--- src/rtl/keymgr_pkg.sv ---
// Shared key manager definitions for the sideload clear/wipe sequencer:
// share geometry, sequencer states, PRNG seed constant and LFSR step.
package keymgr_pkg;

  localparam int unsigned Shares       = 2;
  localparam int unsigned RandWidth    = 32;
  localparam int unsigned EdnWidth     = 32;
  localparam int unsigned EntropyWidth = Shares * RandWidth;
  localparam int unsigned ShareIdxW    = (Shares > 1) ? $clog2(Shares) : 1;

  localparam logic [EntropyWidth-1:0] RndCnstSideloadSeedDefault = 64'h3b1c_5e7a_9d24_f681;

  // Galois feedback mask for x^64 + x^63 + x^61 + x^60 + 1 (right-shifting form)
  localparam logic [EntropyWidth-1:0] SideloadLfsrTaps = 64'hd800_0000_0000_0000;

  typedef enum logic [2:0] {
    StReset,
    StInitSeed,
    StIdle,
    StClrSeed,
    StClr,
    StWipe,
    StDone
  } sideload_seq_state_e;

  typedef logic [Shares-1:0][RandWidth-1:0] sideload_entropy_t;

  function automatic logic [EntropyWidth-1:0] sideload_lfsr_step(
    input logic [EntropyWidth-1:0] s
  );
    sideload_lfsr_step = {1'b0, s[EntropyWidth-1:1]} ^ (s[0] ? SideloadLfsrTaps : '0);
  endfunction

endpackage

--- src/rtl/keymgr_sideload_clr_seq_if.sv ---
// EDN request/acknowledge bundle between the sideload sequencer and the entropy source.
interface keymgr_sideload_clr_seq_if;
  import keymgr_pkg::*;

  logic                edn_req;
  logic                edn_ack;
  logic [EdnWidth-1:0] edn_data;

  modport master (output edn_req, input edn_ack, input edn_data);
  modport slave  (input edn_req, output edn_ack, output edn_data);

endinterface

--- src/rtl/keymgr_sideload_prng.sv ---
// Reseedable Galois LFSR supplying masking entropy to the sideload key stage.
// A reseed word is folded into one share after any same-cycle advance.
module keymgr_sideload_prng
  import keymgr_pkg::*;
#(
  parameter logic [EntropyWidth-1:0] LfsrSeed = RndCnstSideloadSeedDefault
) (
  input  logic                 clk_i,
  input  logic                 rst_ni,
  input  logic                 en_i,
  input  logic                 reseed_en_i,
  input  logic [ShareIdxW-1:0] reseed_idx_i,
  input  logic [RandWidth-1:0] reseed_data_i,
  output sideload_entropy_t    entropy_o
);

  sideload_entropy_t lfsr_d, lfsr_q;

  always_comb begin
    lfsr_d = lfsr_q;
    if (en_i) begin
      lfsr_d = sideload_lfsr_step(lfsr_q);
    end
    if (reseed_en_i) begin
      lfsr_d[reseed_idx_i] = lfsr_d[reseed_idx_i] ^ reseed_data_i;
    end
  end

  always_ff @(posedge clk_i or negedge rst_ni) begin
    if (!rst_ni) begin
      lfsr_q <= LfsrSeed;
    end else begin
      lfsr_q <= lfsr_d;
    end
  end

  assign entropy_o = lfsr_q;

endmodule

--- src/rtl/keymgr_sideload_clr_seq.sv ---
// Sideload key clear/wipe sequencer: turns software clear pulses and fault wipe
// levels into fixed-length clr_key/wipe_key assertions and reseeds the masking PRNG.
module keymgr_sideload_clr_seq
  import keymgr_pkg::*;
#(
  parameter int unsigned             ClrCycles = 8,
  parameter logic [EntropyWidth-1:0] LfsrSeed  = RndCnstSideloadSeedDefault
) (
  input  logic                              clk_i,
  input  logic                              rst_ni,
  input  logic                              init_i,
  input  logic                              sw_clr_req_i,
  input  logic                              fault_wipe_i,
  keymgr_sideload_clr_seq_if.master         edn,
  input  logic                              prng_en_i,
  output logic                              clr_key_o,
  output logic                              wipe_key_o,
  output sideload_entropy_t                 entropy_o,
  output logic                              busy_o,
  output logic                              clr_done_o,
  output logic                              wiped_o
);

  localparam int unsigned     HoldW    = $clog2(ClrCycles + 1);
  localparam int unsigned     AckW     = $clog2(Shares + 1);
  localparam logic [HoldW-1:0] HoldLast = HoldW'(ClrCycles - 1);
  localparam logic [AckW-1:0]  AckLast  = AckW'(Shares - 1);

  sideload_seq_state_e state_d, state_q;
  logic [AckW-1:0]     ack_cnt_d, ack_cnt_q;
  logic [HoldW-1:0]    hold_d, hold_q;
  logic                edn_req_d, edn_req_q;
  logic                clr_key_d, clr_key_q;
  logic                wipe_key_d, wipe_key_q;
  logic                clr_done_d, clr_done_q;
  logic                wiped_d, wiped_q;
  logic                fault_lat_d, fault_lat_q;
  logic                ack_seen;
  logic                reseed_en;

  assign ack_seen = edn_req_q & edn.edn_ack;

  // Next-state and registered-output decode
  always_comb begin
    state_d     = state_q;
    ack_cnt_d   = ack_cnt_q;
    hold_d      = hold_q;
    edn_req_d   = edn_req_q & ~edn.edn_ack;
    clr_key_d   = 1'b0;
    wipe_key_d  = 1'b0;
    clr_done_d  = 1'b0;
    wiped_d     = wiped_q;
    fault_lat_d = fault_lat_q;
    reseed_en   = 1'b0;

    unique case (state_q)
      StReset: begin
        if (fault_wipe_i) begin
          fault_lat_d = 1'b1;
        end
        if (init_i) begin
          if (fault_lat_q || fault_wipe_i) begin
            state_d    = StWipe;
            hold_d     = '0;
            wipe_key_d = 1'b1;
          end else begin
            state_d   = StInitSeed;
            ack_cnt_d = '0;
            edn_req_d = 1'b1;
          end
        end
      end
      StInitSeed, StClrSeed: begin
        if (ack_seen) begin
          reseed_en = 1'b1;
          ack_cnt_d = ack_cnt_q + AckW'(1);
          if (ack_cnt_q == AckLast) begin
            if (state_q == StInitSeed) begin
              state_d = StIdle;
            end else begin
              state_d   = StClr;
              hold_d    = '0;
              clr_key_d = 1'b1;
            end
          end else begin
            edn_req_d = 1'b1;
          end
        end
      end
      StIdle: begin
        if (sw_clr_req_i) begin
          state_d   = StClrSeed;
          ack_cnt_d = '0;
          edn_req_d = 1'b1;
        end
      end
      StClr: begin
        if (hold_q == HoldLast) begin
          state_d    = StIdle;
          clr_done_d = 1'b1;
        end else begin
          hold_d    = hold_q + HoldW'(1);
          clr_key_d = 1'b1;
        end
      end
      StWipe: begin
        if (hold_q == HoldLast) begin
          state_d = StDone;
          wiped_d = 1'b1;
        end else begin
          hold_d     = hold_q + HoldW'(1);
          wipe_key_d = 1'b1;
        end
      end
      StDone: begin
        wiped_d = 1'b1;
      end
      default: begin
        state_d = StReset;
      end
    endcase

    // A live fault abandons any clear or reseed; an outstanding EDN request still completes
    if (fault_wipe_i && !(state_q inside {StReset, StWipe, StDone})) begin
      state_d    = StWipe;
      hold_d     = '0;
      wipe_key_d = 1'b1;
      clr_key_d  = 1'b0;
      clr_done_d = 1'b0;
      edn_req_d  = edn_req_q & ~edn.edn_ack;
    end
  end

  always_ff @(posedge clk_i or negedge rst_ni) begin
    if (!rst_ni) begin
      state_q     <= StReset;
      ack_cnt_q   <= '0;
      hold_q      <= '0;
      edn_req_q   <= 1'b0;
      clr_key_q   <= 1'b0;
      wipe_key_q  <= 1'b0;
      clr_done_q  <= 1'b0;
      wiped_q     <= 1'b0;
      fault_lat_q <= 1'b0;
    end else begin
      state_q     <= state_d;
      ack_cnt_q   <= ack_cnt_d;
      hold_q      <= hold_d;
      edn_req_q   <= edn_req_d;
      clr_key_q   <= clr_key_d;
      wipe_key_q  <= wipe_key_d;
      clr_done_q  <= clr_done_d;
      wiped_q     <= wiped_d;
      fault_lat_q <= fault_lat_d;
    end
  end

  keymgr_sideload_prng #(
    .LfsrSeed (LfsrSeed)
  ) u_prng (
    .clk_i         (clk_i),
    .rst_ni        (rst_ni),
    .en_i          (prng_en_i),
    .reseed_en_i   (reseed_en),
    .reseed_idx_i  (ShareIdxW'(ack_cnt_q)),
    .reseed_data_i (edn.edn_data),
    .entropy_o     (entropy_o)
  );

  assign edn.edn_req = edn_req_q;
  assign clr_key_o   = clr_key_q;
  assign wipe_key_o  = wipe_key_q;
  assign clr_done_o  = clr_done_q;
  assign wiped_o     = wiped_q;
  assign busy_o      = (state_q != StIdle);

endmodule
--- src/flat_wrapper.sv ---
// flat-port wrapper written by rule: the top's interface ports become plain ports
module keymgr_sideload_clr_seq_flat import keymgr_pkg::*;
#(
  parameter int unsigned             ClrCycles = 8,
  parameter logic [EntropyWidth-1:0] LfsrSeed  = RndCnstSideloadSeedDefault
)
  (clk_i, rst_ni, init_i, sw_clr_req_i, fault_wipe_i, prng_en_i, clr_key_o, wipe_key_o, entropy_o, busy_o, clr_done_o, wiped_o, edn_edn_req, edn_edn_ack, edn_edn_data);
  keymgr_sideload_clr_seq_if edn_i ();
  input  logic clk_i;
  input  logic rst_ni;
  input  logic init_i;
  input  logic sw_clr_req_i;
  input  logic fault_wipe_i;
  input  logic prng_en_i;
  output logic clr_key_o;
  output logic wipe_key_o;
  output sideload_entropy_t entropy_o;
  output logic busy_o;
  output logic clr_done_o;
  output logic wiped_o;
  output wire logic [$bits(edn_i.edn_req)-1:0] edn_edn_req;
  input wire logic [$bits(edn_i.edn_ack)-1:0] edn_edn_ack;
  input wire logic [$bits(edn_i.edn_data)-1:0] edn_edn_data;
  assign edn_edn_req = edn_i.edn_req;
  assign edn_i.edn_ack = edn_edn_ack;
  assign edn_i.edn_data = edn_edn_data;
  keymgr_sideload_clr_seq #(.ClrCycles(ClrCycles), .LfsrSeed(LfsrSeed)) u_core (.clk_i(clk_i), .rst_ni(rst_ni), .init_i(init_i), .sw_clr_req_i(sw_clr_req_i), .fault_wipe_i(fault_wipe_i), .edn(edn_i), .prng_en_i(prng_en_i), .clr_key_o(clr_key_o), .wipe_key_o(wipe_key_o), .entropy_o(entropy_o), .busy_o(busy_o), .clr_done_o(clr_done_o), .wiped_o(wiped_o));
endmodule
--- config.mk ---
export PLATFORM = sky130hd
export DESIGN_NAME = keymgr_sideload_clr_seq_flat
export DESIGN_NICKNAME = d
export VERILOG_FILES = /design/src/rtl/keymgr_pkg.sv /design/src/rtl/keymgr_sideload_clr_seq_if.sv /design/src/rtl/keymgr_sideload_prng.sv /design/src/rtl/keymgr_sideload_clr_seq.sv /design/src/flat_wrapper.sv
export SDC_FILE = /design/constraint.sdc
export NUM_CORES = 1
export LEC_CHECK = 0
export BUFFER_PORTS_ARGS = -buffer_cell sky130_fd_sc_hd__buf_2
export CORE_MARGIN = 2
export CORE_UTILIZATION = 48
export DETAILED_ROUTE_END_ITERATION = 8
export PLACE_DENSITY = 0.79
export SETUP_SLACK_MARGIN = 0.1
export SLEW_MARGIN = 20
export SYNTH_ARGS = -nofsm -noshare
export SYNTH_HDL_FRONTEND = slang
export SYNTH_SLANG_ARGS = --single-unit
export TNS_END_PERCENT = 30
--- constraint.sdc ---
create_clock -name clk_i -period 1.54 [get_ports clk_i]
set_clock_uncertainty 0.05 [all_clocks]
set_input_delay 0.308 -clock clk_i [delete_from_list [all_inputs] [get_ports clk_i]]
set_output_delay 0.308 -clock clk_i [all_outputs]
set_load 0.02 [all_outputs]
# --- Yosys cells after proc, flatten, opt, wreduce, memory -nomap -nowiden ---
# Index checks and enable logic that the tools add are counted.
word_totals:
  ff_bits: 79
  latch_bits: 0
  mem_bits_rw: 0
  romBits: 0
  in_bits: 39
  n_memories: 0
classes:
  add_sub_neg: 2
  n_mul: 0
  div_mod_pow: 0
  n_lt_le_gt_ge: 2
  n_eq_ne: 24
  shift: 0
  n_mux: 55
  n_bitwise: 5
  n_reduce_logical: 16
ops:
  columns: ["op", "n"]
  rows:
  - ["64-bit 2-to-1 mux", 3]
  - ["32-bit 2-to-1 mux", 3]
  - ["64-bit bitwise mux", 1]
  - ["63-bit by 64-bit XOR with 64-bit output", 1]
  - ["32-bit demux with 1-bit select", 1]
  - ["32-bit XOR", 1]
  - ["4-bit 2-to-1 mux", 7]
  - ["3-bit 2-to-1 mux", 9]
  - ["1-bit 2-to-1 mux", 20]
  - ["3-bit one-hot mux with 6 select lines", 1]
  - ["7-bit AND reduction", 2]
  - ["3-bit by 2-bit inequality test with 1-bit output, second input constant", 4]
  - ["4-bit one-hot mux with 3 select lines", 1]
  - ["3-bit == test, second input constant", 3]
  - ["3-bit by 1-bit inequality test with 1-bit output, second input constant", 3]
  - ["3-bit inequality test, second input constant", 3]
  - ["2-bit 2-to-1 mux", 4]
  - ["2-bit inequality test, second input constant", 4]
  - ["3-bit by 2-bit == test with 1-bit output, second input constant", 2]
  - ["1-bit one-hot mux with 2 select lines", 3]
  - ["2-bit one-hot mux with 3 select lines", 1]
  - ["3-bit nonzero test", 2]
  - ["5-bit AND reduction", 1]
  - ["4-bit by 1-bit adder with 4-bit output, second input constant", 1]
  - ["18 further kinds", 23]

# --- Logic depth before layout (Yosys ltp) ---
# Gate-level depths: netlist of run 1.
logic_depth:
  word_depth: 8
  mapped_depth: 7
  mapped_depth_nobuf: 6

# --- By module ---
# Synthesis of run 1 repeated with hierarchy kept, for this count alone.
unflattened:
  cells_unflattened: 396
  area_unflattened_um2: 4211.5
modules_own_cells:
  columns: ["module", "n_inst", "cells_each", "area_each_um2", "seq_area_each_um2"]
  rows:
  - ["keymgr_sideload_prng", 1, 281, 3225.6, 1642.8]
  - ["keymgr_sideload_clr_seq", 1, 115, 985.9, 375.4]

# --- Least setup slack after synthesis of run 1 ---
# Ideal clock, no wire load.
synth_path:
  path_type: "flip-flop to flip-flop"
  startpoint: "register u_core.edn_req_q (netlist: u_core.edn.edn_req)"
  endpoint: "register u_core.u_prng.lfsr_q, in the netlist u_core.u_prng.entropy_o[16]"
  setup_time_ps: 128
  arrival_ps: 1321
  path_slack_ps: 40
  path_stages_with_launch: 6
  path_buffers: 1
  cell_sequence: "dfrtp_1 nand2_1 nor3b_4 buf_6 nand2_1 xor2_1"
synth_rtl:
  columns: ["item", "line", "rtl"]
  rows:
  - ["start, declared", "keymgr_sideload_clr_seq.sv:32", "logic edn_req_d, edn_req_q;"]
  - ["start signal, assigned", "keymgr_sideload_clr_seq.sv:149", "edn_req_q <= edn_req_d;"]
  - ["end signal, assigned", "keymgr_sideload_prng.sv:31", "lfsr_q <= LfsrSeed;"]
  - ["end signal, assigned", "keymgr_sideload_prng.sv:33", "lfsr_q <= lfsr_d;"]
  - ["end, declared", "keymgr_sideload_prng.sv:17", "sideload_entropy_t lfsr_d, lfsr_q;"]

==> results of run 1 <==
-- worst max path at each step --
stage,to,cells past startpoint
detailed placement,u_core.hold_q[0],4
global placement,u_core.hold_q[2],4
finish,u_core.u_prng.entropy_o[11],7
CTS,busy_o,4
global route,u_core.state_q[1],5
floorplan,u_core.clr_key_o,5
-- through the flow --
step / area (um2) / total power (uW) / worst slack, ns / setup TNS, ns
after floorplan: 4250 / 7040 / 0.0466 / 0
after global placement: 5010 / 8460 / -0.0517 / -0.104
after detailed placement: 5010 / 8610 / -0.101 / -0.799
after CTS: 5460 / 10800 / -0.0152 / -0.0396
after global routing: 5770 / 11800 / -0.114 / -3.56
final: 5770 / 11200 / -0.0521 / -0.532
-- metal layers --
layer | vias to the layer above | track usage | wire, um
met1 | 1657 | 0.278 | 4680
met2 | 120 | 0.338 | 5380
met3 | 20 | 0.0372 | 583
met4 | 0 | 0.0716 | 193
li1 | 1593 | - | -
met5 | - | 0 | 0
-- report_power, final --
part           internal, uW  switching, uW  total [uW]
Clock                   926            812        1740
Combinational          2370           3000        5370
Sequential             3280            817        4100
Total                  6580           4630       11200
-- kinds of logic after synthesis --
kind of cell | count (synthesis) | share of synthesized area
buffers and inverters | 28 | 0.0418
DFF | 79 | 0.475
xor gates and xnor gates | 67 | 0.138
AOI/OAI and AO/OA | 34 | 0.0622
and+or+nand+nor | 118 | 0.128
adders and majority gates | 3 | 0.00854
muxes | 62 | 0.146
-- sequential cells by signal (all words and copies together) (netlist names) --
register and cells:
u_core.u_prng.entropy_o 64, u_core.hold_q 4, u_core.state_q 3, u_core.ack_cnt_q 2
u_core.clr_done_o 1, u_core.clr_key_o 1, u_core.edn.edn_req 1, u_core.fault_lat_q 1
u_core.wipe_key_o 1, u_core.wiped_o 1
-- cell type report --
type                            instances  share of cell area
Clock buffer                           10              0.0221
Clock inverter                          6              0.0160
Inverter                                5             0.00325
Multi-Input combinational cell        284               0.396
Sequential cell                        79               0.350
Tap cell                              108              0.0234
Timing Repair Buffer                  151               0.189
-- critical path, stage by stage (launching register included) --
cell and delay [ns]:
dfrtp_1 0.39, buf_6 0.13, nor2b_4 0.15, nor3b_4 0.19, buf_6 0.16, clkbuf_16 0.19, nand2_2 0.06, xor2_1 0.16
-- timing repair --
item / in CTS / in global routing
resized for setup: 39 / 58
buffers inserted: 12 / 4
pin swaps: 16 / 15
endpoints found under the hold margin: 16 / 0
hold buffers: 1 / 0
endpoints found under the setup margin: 83 / 95
gates cloned: 0 / 4
-- Yosys cell counts (all sizes together), types with 5 or more instances --
library cell | n | share of area
dfrtp | 46 | 0.27
xor2 | 61 | 0.13
mux2i | 62 | 0.15
nand2 | 73 | 0.065
nor2b | 5 | 0.0091
nor2 | 13 | 0.011
xnor2 | 6 | 0.012
dfstp | 33 | 0.20
nand3 | 7 | 0.0082
a21oi | 9 | 0.011
inv | 5 | 0.0044
buf | 21 | 0.036
==> impl_metrics.toml, run 1 <==
[run_status]
status = "finished, violations left"
violations = "setup timing"

[job]
max_cap_viol_count = 0

[sta]
slew-limit-headroom = 0.731
rsz0062_at_grt = "true"
layout_worst_path_cycle_share = 1.03
fmax_mhz = 628
finalWorstSetupSlack_ns = -0.0521
whs_ns = 0.139
hold_viol = 0
min_period_ns = 1.59
drv_slew = 0
setup_viol = 22
worst_pin_slew_ns = 0.404

[clocking]
cts_tree = "yes"
cts_max_path_buffers = 2
htree_num_levels = 3
clock_latency_ns = 0.34
clkTransAtPathRegs_ns = 0.09
cts_sinks = 79
numCtsBuffers = 9
ctsRootBufferMaster = "clkbuf_8"

[detailed_routing]
ant_nets = 0
first_pass_iters = 5
drt-vias-per-instance = 5.27
wire_per_inst_um = 16.8
drc = 0
dr_total_vias = 3390
drt_iter0_markers = 125
drt-total-wl_um = 10800

[global_route]
grt_pass1_vias = 3317
overflow = 0
grt_max_degree = 33
grt_pass1_wl_um = 16100
antenna_found_initial = 0
grtUsageTotal = 0.206

[cells_and_area]
fillers = 657
layout_common_cells = "buf_2 (85), mux2i_1 (62), xor2_1 (58), nand2_1 (54), buf_4 (46)"
seqCellArea_um2 = 2020
drive_gt1_frac = 0.477
nets = 571
postLayoutCoreUtil = 0.669
syn2layout_area_growth_pct = 35.9
final_cells = 643
multi_input_area_um2 = 2290
n_antenna_cell = 0
layout_commonest_cell = "buf_2"

[power]
powerDensity_nw_per_um2 = 1940
leakagePower_uw = 0.00262
worst_ir_drop_vdd_mv = 1.01

[floorplanning]
io_pins = 109
initial_core_util = 0.492
die_area_um2 = 9620
die_x_um = 98.1
die_h_um = 98.1
core_area_um2 = 8640
rows = 34

[worst_setup_path]
crit_arrival_ns = 1.77
r2r-end = "u_core.u_prng.entropy_o[11]"
worst_setup_path_end_kind = "register"
r2r_start = "u_core.state_q[0]"
reg2reg_slack_ns = -0.05
r2r_cells = 7
startpoint_type = "register"
worstPathMaxFanout = 8
required_ns = 1.71
cp-startpoint = "u_core.state_q[0]"
crit_type = "reg2reg"

[placed_design]
place.port_buffers = 108
dpl.hpwl_um = 6820
dp.cells = 606
gp_congestion = 0.920

[yosys]
netlist_instances = 391
synth_edf_count = 0
async_reset_ff_frac = 1.00
ys_seq_elements = 79
synth-main-ff-cell = "dfrtp_1"
yosysWarningCount = 0
netlist_area_um2 = 4250
synthDistinctLibCells = 52
synth_nets = 432
seq_area_frac_synth = 0.475
post_synth.cell_area_avg_um2 = 10.9

[min_path]
min_path_cells = 3
min-delay-start = "edn_edn_data[7]"
min_to = "u_core.u_prng.entropy_o[7]"
hp-class = "in2reg"
Power figures use the tool's default switching activity.
==> run 2: changes to the inputs <==
--- a/config.mk
+++ b/config.mk
@@ -6,12 +6,14 @@
 export NUM_CORES = 1
 export LEC_CHECK = 0
 export BUFFER_PORTS_ARGS = -buffer_cell sky130_fd_sc_hd__buf_2
+export CELL_PAD_IN_SITES_DETAIL_PLACEMENT = 0
+export CELL_PAD_IN_SITES_GLOBAL_PLACEMENT = 1
 export CORE_MARGIN = 2
-export CORE_UTILIZATION = 48
+export CORE_UTILIZATION = 37
 export DETAILED_ROUTE_END_ITERATION = 8
 export PLACE_DENSITY = 0.79
 export SETUP_SLACK_MARGIN = 0.1
-export SLEW_MARGIN = 20
+export SLEW_MARGIN = 15
 export SYNTH_ARGS = -nofsm -noshare
 export SYNTH_HDL_FRONTEND = slang
 export SYNTH_SLANG_ARGS = --single-unit
==> run 2 against run 1 <==
The flow still finishes with violations (setup timing). Register-to-register slack hardly changed. Sequential power shrank 1%. Final area is 5.0% higher. Clock power up 28%. Count of clock-buffer cells in the layout unchanged. Utilization down 13 points. Largest cell class unchanged. Highest routed layer unchanged.
==> impl_metrics.toml, run 2 (synthesized netlist as in run 1, its figures left out) <==
[sta]
worst_pin_slew_ns = 0.342
finalWorstSetupSlack_ns = -0.0587
min_period_ns = 1.60
hold_viol = 0
fmax_mhz = 626
layout_worst_path_cycle_share = 1.04
setup_viol = 45
slew-limit-headroom = 0.772
drv_slew = 0
rsz0062_at_grt = "true"

[cells_and_area]
largest_reg_flops = 64
syn2layout_area_growth_pct = 42.8
n_antenna_cell = 0
drive_gt1_frac = 0.503
fillers = 1006
nets = 579
layout_common_cells = "buf_2 (96), mux2i_1 (62), xor2_1 (58), nand2_1 (50), dfrtp_1 (42)"
final_cells = 686
layout_commonest_cell = "buf_2"

[detailed_routing]
ant_nets = 0
drc = 0
dr_total_vias = 3383
drt-total-wl_um = 11600
drt_iter0_markers = 163
wire_per_inst_um = 16.9
drt-vias-per-instance = 4.93
first_pass_iters = 4

[global_route]
overflow = 0
grt_pass1_wl_um = 18000
grtUsageTotal = 0.181
grt_pass1_vias = 3450
antenna_found_initial = 0
grt_max_degree = 44

[worst_setup_path]
worst_setup_path_end_kind = "register"
cp_top_family = "buffers and inverters"
max_stage_delay_ns = 0.41
critPathBufInv = 3
crit_chain = "buf_6, nor2b_4, nor3b_4, buf_4, clkbuf_16, nand2_1, xor2_1"
r2r_cells = 7
cp_slowest_cell = "dfrtp_2"
path_depth = 7
crit_arrival_ns = 1.76
worstPathMaxFanout = 8
startpoint_type = "register"
crit_type = "reg2reg"
required_ns = 1.70

[clocking]
ctsRootBufferMaster = "clkbuf_16"
numCtsBuffers = 9
clkTransAtPathRegs_ns = 0.07
cts_tree = "yes"
cts_sinks = 79
clock_latency_ns = 0.33
cts_max_path_buffers = 2
htree_num_levels = 3

[power]
seqPwrFrac = 0.344
internal_power_uw = 7030
share_comb_of_total_power = 0.468
leakagePower_uw = 0.00275
powerDensity_nw_per_um2 = 1950
p_switching_uw = 4770
power_uw = 11800
power_frac_clock = 0.188
worst_ir_drop_vdd_mv = 0.942
swShare = 0.404

[floorplanning]
core_area_um2 = 11300
initial_core_util = 0.375
die_area_um2 = 12400
die_x_um = 111
die_h_um = 111
rows = 39
io_pins = 109

[run_status]
status = "finished, violations left"
violations = "setup timing"

[placed_design]
dp.cells = 643
dp_slack_ns = -0.166
gp_congestion = 0.906
place.port_buffers = 108
dpl.hpwl_um = 7060

[min_path]
min_path_cells = 3
hp-class = "in2reg"

[job]
max_cap_viol_count = 0
## run 2: changes by cell type in the layout (fill, tap and decap cells not counted), moves of 2 or more
cell	previous run	this run
clkbuf_8	9	1
buf_2	85	96
nand2_1	54	50
nand2_2	9	12
buf_16	0	2
clkbuf_16	3	12
buf_4	46	39
## run 2: repair_timing
action / 4_1_cts / 5_1_grt
setup endpoints to repair: 80 / 86
pin swaps: 23 / 19
hold buffers: 1 / 0
cloned: 2 / 4
endpoints found under the hold margin: 11 / 0
setup buffers: 13 / 7
resized for setup: 48 / 53
## run 2: final cells by class
type | count | area (um2) | area share
well taps | 143 | 179 | 0.0295
repair buffers | 159 | 1180 | 0.194
clock inverters | 6 | 67.6 | 0.0111
clock buffers | 10 | 239 | 0.0394
multi-input cells | 284 | 2360 | 0.389
inverters | 5 | 18.8 | 0.00309
flip-flops and latches | 79 | 2020 | 0.334
## run 2: layer usage
layer | vias to the layer above | part of all wire | global-route usage
li1 | 1615 | - | -
met1 | 1666 | 0.44 | 0.237
met2 | 90 | 0.50 | 0.300
met3 | 12 | 0.044 | 0.0416
met4 | 0 | 0.011 | 0.0568
met5 | - | 0 | 0
## run 2: worst reg2reg max path, cell delays in order (launching register included)
cell       delay [ns]
dfrtp_2          0.41
buf_6            0.15
nor2b_4          0.12
nor3b_4          0.21
buf_4            0.17
clkbuf_16        0.15
nand2_1          0.06
xor2_1           0.15
## run 2: worst paths after layout
| kind | slack, ns | end | startpoint |
|---|---|---|---|
| max | -0.06 | u_core.u_prng.entropy_o[19] | u_core.state_q[2] |
| min | 0.14 | u_core.u_prng.entropy_o[56] | edn_edn_data[24] |
| max reg2reg | -0.06 | u_core.u_prng.entropy_o[19] | u_core.state_q[2] |
| min reg2reg | 0.40 | u_core.wiped_o | u_core.wiped_o |
| max in group asynchronous | 0.52 | u_core.u_prng.entropy_o[36] | rst_ni |
| min in group asynchronous | 0.37 | u_core.u_prng.entropy_o[16] | rst_ni |
## run 2: power by group through the flow
stage	Sequential, uW	Combinational, uW	Clock, uW
CTS	4070	5260	2280
global route	4210	5940	2360
detailed placement	4120	4610	0
floorplan	4950	2090	0
global placement	4080	4510	0
finish	4060	5520	2220
## run 2: stage by stage
| stage | hold slack, ns | TNS, ns | cell area (um2) | util |
|---|---|---|---|---|
| 3_5_place_dp | 0.182 | -0.692 | 5070 | 0.448 |
| 3_3_place_gp | 0.186 | -0.322 | 5070 | 0.448 |
| 2_1_floorplan | -0.0376 | 0 | 4250 | - |
| 5_1_grt | 0.148 | -5.06 | 6060 | 0.536 |
| 6_report | 0.145 | -1.17 | 6060 | 0.536 |
| 4_1_cts | 0.138 | -0.493 | 5730 | 0.506 |
